$ cat src/rtl/bcd_press_counter_pkg.sv
// Shared widths, BCD digit limits and debounce FSM encoding for the press counter.
package bcd_press_counter_pkg;

    localparam int unsigned BCD_DIGIT_W = 4;
    localparam int unsigned NUM_DIGITS  = 4;
    localparam int unsigned BCD_W       = BCD_DIGIT_W * NUM_DIGITS;
    localparam int unsigned DEB_CNT_W   = 20;

    localparam logic [BCD_DIGIT_W-1:0] BCD_MAX = 4'd9;

    typedef enum logic {
        RELEASED = 1'b0,
        HELD     = 1'b1
    } btn_state_e;

endpackage

$ cat src/rtl/bcd_digit_step.sv
// One BCD digit of the up/down counter; ripples carry (up) or borrow (down) to the next digit.
module bcd_digit_step
    import bcd_press_counter_pkg::*;
(
    input  logic [BCD_DIGIT_W-1:0] digit,
    input  logic                   up,
    input  logic                   cin,
    output logic [BCD_DIGIT_W-1:0] digit_next,
    output logic                   cout
);

    always_comb begin
        digit_next = digit;
        cout       = 1'b0;
        if (cin) begin
            if (up) begin
                if (digit >= BCD_MAX) begin
                    digit_next = '0;
                    cout       = 1'b1;
                end else begin
                    digit_next = digit + BCD_DIGIT_W'(1);
                end
            end else begin
                if (digit == '0) begin
                    digit_next = BCD_MAX;
                    cout       = 1'b1;
                end else begin
                    digit_next = digit - BCD_DIGIT_W'(1);
                end
            end
        end
    end

endmodule

$ cat src/rtl/bcd_press_counter.sv
// Synchronizes and debounces an active-low button, then counts accepted presses
// up or down as a 4-digit packed BCD value with one-cycle step/wrap pulses.
module bcd_press_counter
    import bcd_press_counter_pkg::*;
#(
    parameter int unsigned      DEBOUNCE_CYCLES = 500000,
    parameter logic [BCD_W-1:0] RESET_VALUE     = 16'h0000
) (
    input  logic             clk,
    input  logic             rst,
    input  logic             btn_n,
    input  logic             up,
    input  logic             clr,
    output logic [BCD_W-1:0] count_bcd,
    output logic             step,
    output logic             wrap,
    output logic             pressed
);

    localparam logic [DEB_CNT_W-1:0] DEB_LAST = DEB_CNT_W'(DEBOUNCE_CYCLES - 1);

    logic [1:0]           sync_q;
    logic                 btn_s;
    logic [DEB_CNT_W-1:0] deb_cnt_q;
    logic [DEB_CNT_W-1:0] deb_cnt_d;
    btn_state_e           state_q;
    logic                 pressed_q;
    logic [BCD_W-1:0]     count_q;
    logic [BCD_W-1:0]     count_d;
    logic                 step_q;
    logic                 wrap_q;
    logic                 level_differs;
    logic                 accept;
    logic                 press_accept;
    logic [NUM_DIGITS:0]  carry;

    assign btn_s = sync_q[1];

    // Accepted level is "released" (btn_s = 1) in RELEASED and "held" (btn_s = 0) in HELD.
    assign level_differs = (state_q == RELEASED) ? ~btn_s : btn_s;
    assign accept        = level_differs && (deb_cnt_q == DEB_LAST);
    assign press_accept  = accept && (state_q == RELEASED);

    always_comb begin
        deb_cnt_d = deb_cnt_q + DEB_CNT_W'(1);
        if (!level_differs || accept) begin
            deb_cnt_d = '0;
        end
    end

    assign carry[0] = press_accept;

    for (genvar g = 0; g < NUM_DIGITS; g++) begin : g_digit
        bcd_digit_step u_digit (
            .digit      (count_q[g*BCD_DIGIT_W +: BCD_DIGIT_W]),
            .up         (up),
            .cin        (carry[g]),
            .digit_next (count_d[g*BCD_DIGIT_W +: BCD_DIGIT_W]),
            .cout       (carry[g+1])
        );
    end

    always_ff @(posedge clk) begin
        if (rst) begin
            sync_q    <= 2'b11;
            deb_cnt_q <= '0;
            state_q   <= RELEASED;
            pressed_q <= 1'b0;
            count_q   <= RESET_VALUE;
            step_q    <= 1'b0;
            wrap_q    <= 1'b0;
        end else begin
            sync_q    <= {sync_q[0], btn_n};
            deb_cnt_q <= deb_cnt_d;
            step_q    <= 1'b0;
            wrap_q    <= 1'b0;

            if (accept) begin
                case (state_q)
                    RELEASED: begin
                        state_q   <= HELD;
                        pressed_q <= 1'b1;
                    end
                    HELD: begin
                        state_q   <= RELEASED;
                        pressed_q <= 1'b0;
                    end
                endcase
            end

            // Clear wins over a coincident press but leaves the debouncer alone.
            if (clr) begin
                count_q <= RESET_VALUE;
            end else if (press_accept) begin
                count_q <= count_d;
                step_q  <= 1'b1;
                wrap_q  <= carry[NUM_DIGITS];
            end
        end
    end

    assign count_bcd = count_q;
    assign step      = step_q;
    assign wrap      = wrap_q;
    assign pressed   = pressed_q;

endmodule

$ cat config.mk
export PLATFORM = sky130hd
export DESIGN_NAME = bcd_press_counter
export DESIGN_NICKNAME = d
export VERILOG_FILES = /design/src/rtl/bcd_press_counter_pkg.sv /design/src/rtl/bcd_digit_step.sv /design/src/rtl/bcd_press_counter.sv
export SDC_FILE = /design/constraint.sdc
export NUM_CORES = 1
export LEC_CHECK = 0
export CAP_MARGIN = 20
export CORE_MARGIN = 10
export CORE_UTILIZATION = 45
export DETAILED_ROUTE_END_ITERATION = 6
export GPL_ROUTABILITY_DRIVEN = 1
export GPL_TIMING_DRIVEN = 0
export MAX_ROUTING_LAYER = met4
export PLACE_DENSITY = 0.77
export SYNTH_ARGS = -nofsm -noshare
export SYNTH_HDL_FRONTEND = slang
export SYNTH_SLANG_ARGS = --single-unit
$ cat constraint.sdc
create_clock -name clk -period 2.3 [get_ports clk]
set_input_delay 0.46 -clock clk [delete_from_list [all_inputs] [get_ports clk]]
set_output_delay 0.46 -clock clk [all_outputs]
set_load 0.02 [all_outputs]
==> results.md, run 1 <==
- Initial antenna violation count: 0
- MaxCap Viol Count: 0
- Cell variety after synth: 57
- Hold Startpoint: sync_q[0]
- Status: finished clean
- RSZ-0062 raised after global routing: yes
- Synthesized area per cell: 8.14 sq um
- Area grow syn2layout: 23.0%
- CTS tree: done
- Critical Path Source Type: flop
- Clk slew on worst S/H paths: 0.08 ns
- CTS Sinks: 41
- Total track usage: 14.2%
- First-pass GRT wire length: 10.4 mm
- Most frequent cells in the layout: 47 x nor2_1, 35 x dfxtp_1, 22 x clkdlybuf4s50_1, 18 x a21oi_1, 17 x nand2_1
- # DRC: 0
- ANT cells: 0
- Vias per inst: 5.83
- Final Hold Viols: 0
- Mapped Area: 2580 sq um
- Commonest non-fill, non-tap cell in the layout: nor2_1
- Via count: 2474
- FF-to-FF Start: count_bcd[0]
- Grt total ovfl: 0
- Worst Skew: 0.00496 ns
- Die width: 95.7 microns
- Initial DRT Pass Iterations: 5
- Detailed Route Iter0 Violations: 138
- Rel. slew slack: 62.7%
- Worst-Margin Slew: 0.559 ns
- R2r setup slk: 0.06 ns
- Worst Setup SP: count_bcd[0]
- Gpl congestion: 0.896
- Largest net degree at the start of global routing: 14
- Die area: 9160 sq um
- Setup TNS: 0 ns
- Sequential share of the synthesized area: 31.8%
- Critical path class: flop to flop
- CTS Buf Count: 5
- Share of async-settable or async-resettable flops after synthesis: 0%
- Worst-Skew Late Latency: 0.30 ns
- CP endpoint kind: flop
- Static leakage: 1.06 nW
- Total Routed Length: 6.19 mm
- Synth warnings: 0
- Final core occ: 57.3%
- Root buffer cell: clkbuf_8
- Vias in the first global route: 2207
- Count of input and output buffers: 22
- Fill cells: 498
- Share of layout cells above drive strength 1: 14.5%
- Ordered cell list for the critical path: inv_1 -> ha_2 -> or3b_4 -> a31oi_4 -> or4_4 -> buf_6 -> or3_1 -> a21oi_1
- Fmax: 446 MHz
- Critical Path RT: 2.53 ns
- Io pins: 24
- Initial core utilization: 46.6%
- CTS H-tree depth: 2
- Hold Path Stages: 1
- Final ANT Viol Nets: 0
- Syn nets: 338
- Die Ht: 95.7 microns
- Seq cells post-synth: 41
- Worst Hold End: sync_q[1]
- Worst path max stage delay: 0.50 ns
- R2R cell count: 8
- Max IR drop VDD: 0.000270 V
- Slowest-stage cell, CP: or4_4
- # rows: 27
- # setup viols final: 0
- Main flop type after synthesis: dfxtp_1
- Detailed placement HPWL: 4.36 mm
- Hold Path Class: flop to flop
- Core region area: 5540 sq um
- PwrDens: 439 nW/um^2
- Mean routed wirelength per cell: 14.6 microns
- Post-synth EDFFs: 0
- Clk buf depth: 2
- Final net count: 372
- CP arrival: 2.47 ns
- Worst reg2reg endpoint: count_bcd[13]
- Critical Path Fanout Max: 10
- Cell count after synthesis: 317
- Final Cycle Share: 97.4%
- Pins Over Slew Limit: 0
- Clock period minus worst slack: 2.24 ns
## Yosys cell counts (4+ instances only)
library cell | count | area share [%]
a211oi_1 | 5 | 1.5
a21oi_1 | 18 | 3.5
a31oi_1 | 8 | 1.9
and3_1 | 6 | 1.5
clkbuf_1 | 10 | 1.5
dfxtp_1 | 41 | 32
ha_1 | 16 | 7.8
inv_1 | 13 | 1.9
nand2_1 | 17 | 2.5
nand3_1 | 13 | 2.5
nand4_1 | 6 | 1.5
nor2_1 | 47 | 6.8
nor3_1 | 10 | 1.9
nor3b_1 | 4 | 1.2
nor4_1 | 4 | 0.97
o21ai_0 | 16 | 3.1
or2_2 | 5 | 1.2
or3_1 | 7 | 1.7
xnor2_1 | 9 | 3.1
xor2_1 | 9 | 3.1
## per-layer routing
metal	wire [microns]	track usage, %	share of wire (%)	up-vias
li1	-	-	-	1208
met1	2890	18.7	47	1176
met2	2840	21.2	46	79
met3	375	2.65	6.1	11
met4	89	4.91	1.4	0
met5	0	-	0	-
## registers in the layout, indices dropped and copies added, names as in the netlist
signal     flops
count_bcd     16
pressed        1
deb_cnt_q     20
step           1
wrap           1
sync_q         2
## critical path: cells and delay by family, from the launching register on
kind                       cells  cell delay (ns)
and+or+nand+nor                3             1.13
DFF                            1             0.35
AOI/OAI and AO/OA              2             0.25
buffers and inverters          2             0.23
adders and majority gates      1             0.20
## kinds of logic (layout without fill, tap and decap cells)
logic type	Yosys count	count (layout)	synth area share, %
multiplexers	2	2	1.26
AND/OR/NAND/NOR	144	144	31.5
flip-flops	41	41	31.8
XOR/XNOR	18	18	6.11
buffers and inverters	29	64	4.95
AO/OA/AOI/OAI	67	67	16.6
adder cells (fa/ha/maj)	16	16	7.76
## worst max-delay path by stage
stage / slack (ns) / to / cells past startpoint
floorplan: 0.05 / count_bcd[13] / 8
CTS: 0.02 / count_bcd[13] / 8
global route: -0.04 / count_bcd[13] / 8
finish: 0.06 / count_bcd[13] / 8
global placement: -0.12 / count_bcd[12] / 7
detailed placement: -0.19 / count_bcd[12] / 7
## repair_timing
action / in CTS / in global routing
setup buffers: 4 / 1
pin swaps: 0 / 3
endpoints found under the setup margin: 8 / 3
gates resized for setup: 21 / 7
hold buffers: 0 / 0
## per-stage QoR
step                      area [sq um]  hold WS (ns)  instances  setup WS [ns]  total power [mW]
after global placement            2890         0.393        411         -0.118             0.787
after floorplan                   2580         0.389        317         0.0495             0.768
after global routing              3170         0.428        424        -0.0414              1.44
final                             3170         0.413        424         0.0592              1.39
after CTS                         3130         0.418        423         0.0230              1.40
after detailed placement          2890         0.394        411         -0.187             0.788
## power by group
part | switching (mW) | internal [mW]
Combinational | 0.0415 | 0.0268
Sequential | 0.00135 | 0.706
Clock | 0.265 | 0.353
## area by class of cell
cell class	count	area, sq um	area share, %
clock buffer	6	82.6	2.60
sequential	41	841	26.5
clock inverter	2	37.5	1.18
tap	72	90.1	2.84
timing repair buffer	27	258	8.12
multi-input combinational	247	1730	54.4
buffer	16	91.3	2.88
inverter	13	48.8	1.54
Power figures use the tool's default switching activity.
==> run 2: changes to the inputs <==
- RECOVER_POWER: unset -> 100
==> run 2 against run 1 <==
Net effect:
- combinational power decreased by 0.6%
- global-route usage did not move
- critical endpoint unchanged
- clock-buffer cell count unchanged
- sequential power about the same
- clock skew about the same
- critical path type unchanged
==> results.md, run 2 (same netlist as run 1, synthesis figures left out) <==
- Rel. slew slack: 62.8%
- Critical Path Source Type: flop
- Delay-heaviest family, CP: simple AND/OR/NAND/NOR gates
- Initial DRT Pass Iterations: 5
- Count of input and output buffers: 22
- Hold Path Class: flop to flop
- # rows: 27
- Gpl congestion: 0.896
- CTS H-tree depth: 2
- First-pass GRT wire length: 10.4 mm
- Area grow syn2layout: 23.0%
- Core region area: 5540 sq um
- Die Ht: 95.7 microns
- Total Routed Length: 6.19 mm
- Detailed placement HPWL: 4.36 mm
- Clk buf depth: 2
- Ordered cell list for the critical path: inv_1 -> ha_2 -> or3b_4 -> a31oi_4 -> or4_4 -> buf_6 -> or3_1 -> a21oi_1
- Max IR drop VDD: 0.000270 V
- ANT cells: 0
- Root buffer cell: clkbuf_8
- CTS tree: done
- Vias per inst: 5.81
- CTS Buf Count: 5
- Largest net degree at the start of global routing: 14
- Clock period minus worst slack: 2.24 ns
- Total track usage: 14.2%
- Slowest-stage cell, CP: or4_4
- Number of flip-flops in the largest register: 20
- Initial core utilization: 46.6%
- Vias in the first global route: 2207
- Final Hold Viols: 0
- Status: finished clean
- Critical path class: flop to flop
- RSZ-0062 raised after global routing: yes
- Setup TNS: 0 ns
- Pre-CTS worst setup slack: -0.187 ns
- Critical Path RT: 2.53 ns
- Commonest non-fill, non-tap cell in the layout: nor2_1
- Die area: 9160 sq um
- Clk slew on worst S/H paths: 0.08 ns
- Final ANT Viol Nets: 0
- Fmax: 445 MHz
- # DRC: 0
- Most flop-heavy register: deb_cnt_q
- CP endpoint kind: flop
- Worst Setup SP: count_bcd[0]
- Pins Over Slew Limit: 0
- Die width: 95.7 microns
- PwrDens: 439 nW/um^2
- Most frequent cells in the layout: 47 x nor2_1, 35 x dfxtp_1, 18 x a21oi_1, 17 x nand2_1, 17 x dlygate4sd3_1
- FF-to-FF Start: count_bcd[0]
- Initial antenna violation count: 0
- Io pins: 24
- Final worst slack: 0.0552 ns
- Mean routed wirelength per cell: 14.6 microns
- Worst Skew: 0.00494 ns
- Static leakage: 1.11 nW
- CP arrival: 2.48 ns
- Hold Startpoint: sync_q[0]
- Final Cycle Share: 97.6%
- Worst-Skew Late Latency: 0.30 ns
- Grt total ovfl: 0
- Share of layout cells above drive strength 1: 14.2%
- Via count: 2462
- Crit path buffers/inverters: 2
- Worst-Margin Slew: 0.558 ns
- Final net count: 372
- Detailed Route Iter0 Violations: 134
- # setup viols final: 0
- MaxCap Viol Count: 0
- CTS Sinks: 41
- Worst path max stage delay: 0.50 ns
- Critical Path Fanout Max: 10
==> run 2: per-layer routing <==
layer | part of all wire (%) | wire, microns | GRT usage, %
met1 | 47 | 2890 | 18.7
met2 | 46 | 2820 | 21.2
met3 | 6.2 | 383 | 2.65
met4 | 1.4 | 89 | 4.91
met5 | 0 | 0 | -
==> run 2: where the power goes <==
| group | total, mW | switching, mW | internal [mW] |
|---|---|---|---|
| sequential | 0.707 | 0.00135 | 0.706 |
| clock | 0.619 | 0.266 | 0.353 |
| combinational | 0.0679 | 0.0414 | 0.0265 |
| total | 1.39 | 0.308 | 1.09 |
==> run 2: area by class of cell <==
type	instances	area [sq um]
timing repair buffer	27	258
tap	72	90.1
sequential	41	841
buffer	16	91.3
fill	499	2370
clock inverter	2	37.5
clock buffer	6	82.6
inverter	13	48.8
multi-input combinational	247	1720
==> run 2: metrics by stage <==
| stage | hold slack (ns) | cell area, sq um | std cells | power (mW) | util, % |
|---|---|---|---|---|---|
| finish | 0.414 | 3170 | 424 | 1.39 | 57.3 |
| global route | 0.428 | 3170 | 424 | 1.44 | 57.3 |
| CTS | 0.418 | 3130 | 423 | 1.40 | 56.4 |
| detailed placement | 0.394 | 2890 | 411 | 0.788 | 52.2 |
| global placement | 0.393 | 2890 | 411 | 0.787 | 52.2 |
| floorplan | 0.389 | 2580 | 317 | 0.768 | - |
==> run 2: worst paths after layout <==
check,end,slack [ns],depth (start not counted)
worst min register to register,sync_q[1],0.41,1
worst max register to register,count_bcd[13],0.06,8
worst min-delay path,sync_q[1],0.41,1
worst max-delay path,count_bcd[13],0.06,8
==> run 2: timing repair <==
action                     4_1_cts  5_1_grt
buffers inserted                 4        1
pin swaps                        0        3
gates resized for setup         21        7
setup endpoints to repair        8        3
hold buffers                     0        0
gates cloned                     0        0
==> run 2: worst reg2reg max path: cells and delay by family (launching register included) <==
kind	cells	cell delay [ns]
adders and majority gates	1	0.20
AOI/OAI and AO/OA	2	0.25
and+or+nand+nor	3	1.13
DFF	1	0.35
buffers and inverters	2	0.23
==> run 3: changes to the inputs <==
- CORE_UTILIZATION: 45 -> 34
- PLACE_DENSITY: 0.77 -> 0.5
- RECOVER_POWER: 100 -> unset
==> run 3 against run 2 <==
Net effect:
- power up 0.13%
- largest cell class unchanged
- utilization down 13 points
- hold slack better by 0.0078 ns
- clock skew up 0.0056 ns
- first-iteration DRC count down 21%
- global-route usage down 2.3 points
- die area up 25%
- critical path depth down 1
- setup slack better by 0.017 ns
- critical path type unchanged
==> results.md, run 3 (same netlist as run 1, synthesis figures left out) <==
- CTS tree: done
- Total track usage: 11.8%
- Fill cells: 752
- FF-to-FF Start: count_bcd[5]
- # rows: 31
- Die area: 11500 sq um
- Switching share of power: 24.2%
- Hold-fix buffers, CTS: 0
- Area grow syn2layout: 25.2%
- Critical Path Fanout Max: 6
- Worst-Margin Slew: 0.760 ns
- Max IR drop VDD: 0.000195 V
- Final Cycle Share: 96.9%
- Die Ht: 107 microns
- Final Hold Viols: 0
- First-pass GRT wire length: 10.9 mm
- PwrDens: 432 nW/um^2
- Detailed placement HPWL: 4.65 mm
- Final net count: 376
- Grt total ovfl: 0
- Clk buf depth: 2
- Number of flip-flops in the largest register: 20
- Worst Skew: 0.0106 ns
- Core region area: 7330 sq um
- Most flop-heavy register: deb_cnt_q
- Clock period minus worst slack: 2.23 ns
- Root buffer cell: clkbuf_8
- Worst-Skew Late Latency: 0.30 ns
- Slowest-stage cell, CP: or3b_2
- Reg power frac: 50.7%
- Vias per inst: 5.25
- Hold Startpoint: sync_q[0]
- CTS Sinks: 41
- CTS H-tree depth: 2
- Mean routed wirelength per cell: 14.5 microns
- # setup viols final: 0
- Ordered cell list for the critical path: inv_1 -> ha_1 -> or3b_2 -> a31oi_1 -> nor4b_2 -> and3_1 -> o32ai_1
- Die width: 107 microns
- Total Routed Length: 6.61 mm
- Worst path max stage delay: 0.48 ns
- Final core occ: 44.1%
- Final worst slack: 0.0720 ns
- CTS Buf Count: 5
- Final ANT Viol Nets: 0
- CP endpoint kind: flop
- Initial antenna violation count: 0
- Gpl congestion: 0.779
- Count of input and output buffers: 22
- Status: finished clean
- Critical Path RT: 2.49 ns
- ANT cells: 0
- Clk pwr share: 44.3%
- Critical path class: flop to flop
- Vias in the first global route: 2145
- Pins Over Slew Limit: 0
- Post-layout power: 1.40 mW
- Net Switching: 0.337 mW
- RSZ-0062 raised after global routing: yes
- Fin Hold WS: 0.421 ns
- CP arrival: 2.42 ns
- Final non-filler cell total: 455
- Largest net degree at the start of global routing: 15
- Critical Path Source Type: flop
- Detailed Route Iter0 Violations: 106
- Comb pwr share: 4.9%
- Hold Path Class: flop to flop
- Initial DRT Pass Iterations: 4
- Share of layout cells above drive strength 1: 16.6%
- Most frequent cells in the layout: 47 x nor2_1, 35 x dfxtp_1, 22 x clkdlybuf4s50_1, 17 x nand2_1, 17 x a21oi_1
- MaxCap Viol Count: 0
- Initial core utilization: 35.2%
- Commonest non-fill, non-tap cell in the layout: nor2_1
- Via count: 2389
- Worst Setup SP: count_bcd[5]
- Fmax: 449 MHz
- Clk slew on worst S/H paths: 0.09 ns
- Io pins: 24
- Static leakage: 1.06 nW
- Pint: 1.06 mW
- # DRC: 0
- Pre-CTS worst setup slack: -0.479 ns
- Post-Place Cells: 438
- Rel. slew slack: 48.9%
[run 3: metrics by stage]
| stage | cell area, sq um | TNS [ns] |
|---|---|---|
| 2_1_floorplan | 2580 | 0 |
| 3_3_place_gp | 2930 | -1.55 |
| 3_5_place_dp | 2930 | -1.88 |
| 4_1_cts | 3150 | 0 |
| 5_1_grt | 3230 | -0.0443 |
| 6_report | 3230 | 0 |
[run 3: worst paths after layout]
kind | to | slack [ns] | depth (start not counted)
hold reg to reg | sync_q[1] | 0.42 | 1
setup reg to reg | count_bcd[15] | 0.07 | 7
hold / removal | sync_q[1] | 0.42 | 1
setup / recovery | count_bcd[15] | 0.07 | 7
[run 3: power by group through the flow]
stage / sequential, mW / clock [mW] / combinational, mW
4_1_cts: 0.708 / 0.632 / 0.0668
2_1_floorplan: 0.729 / 0 / 0.0392
5_1_grt: 0.709 / 0.667 / 0.0753
3_5_place_dp: 0.729 / 0 / 0.0608
6_report: 0.708 / 0.619 / 0.0686
3_3_place_gp: 0.729 / 0 / 0.0608
[run 3: area by class of cell]
cell class / count / area, sq um / share of cell area, %
buffer: 15 / 80.1 / 2.48
clock buffer: 5 / 68.8 / 2.13
clock inverter: 3 / 46.3 / 1.43
inverter: 13 / 48.8 / 1.51
multi-input combinational: 247 / 1730 / 53.5
sequential: 41 / 838 / 26.0
tap: 99 / 124 / 3.84
timing repair buffer: 32 / 295 / 9.14
[run 3: layer usage]
layer  GRT usage [%]  vias up  share of wire [%]
met5               -        -                  0
met4            3.77        0               0.73
met3            2.28        2                4.7
met2            16.1       49                 40
met1            16.9     1127                 55
li1                -     1211                  -
[run 3: what timing repair did]
| action | 4_1_cts | 5_1_grt |
|---|---|---|
| pin swaps | 0 | 5 |
| endpoints found under the setup margin | 8 | 7 |
| resized for setup | 21 | 10 |
| setup buffers | 3 | 7 |
[run 3: critical path: cells and delay by family, from the launching register on]
family	cells	cell delay, ns
compound gates	2	0.61
fa+ha+maj	1	0.23
buf+inv	1	0.10
flops	1	0.37
simple gates	3	0.80
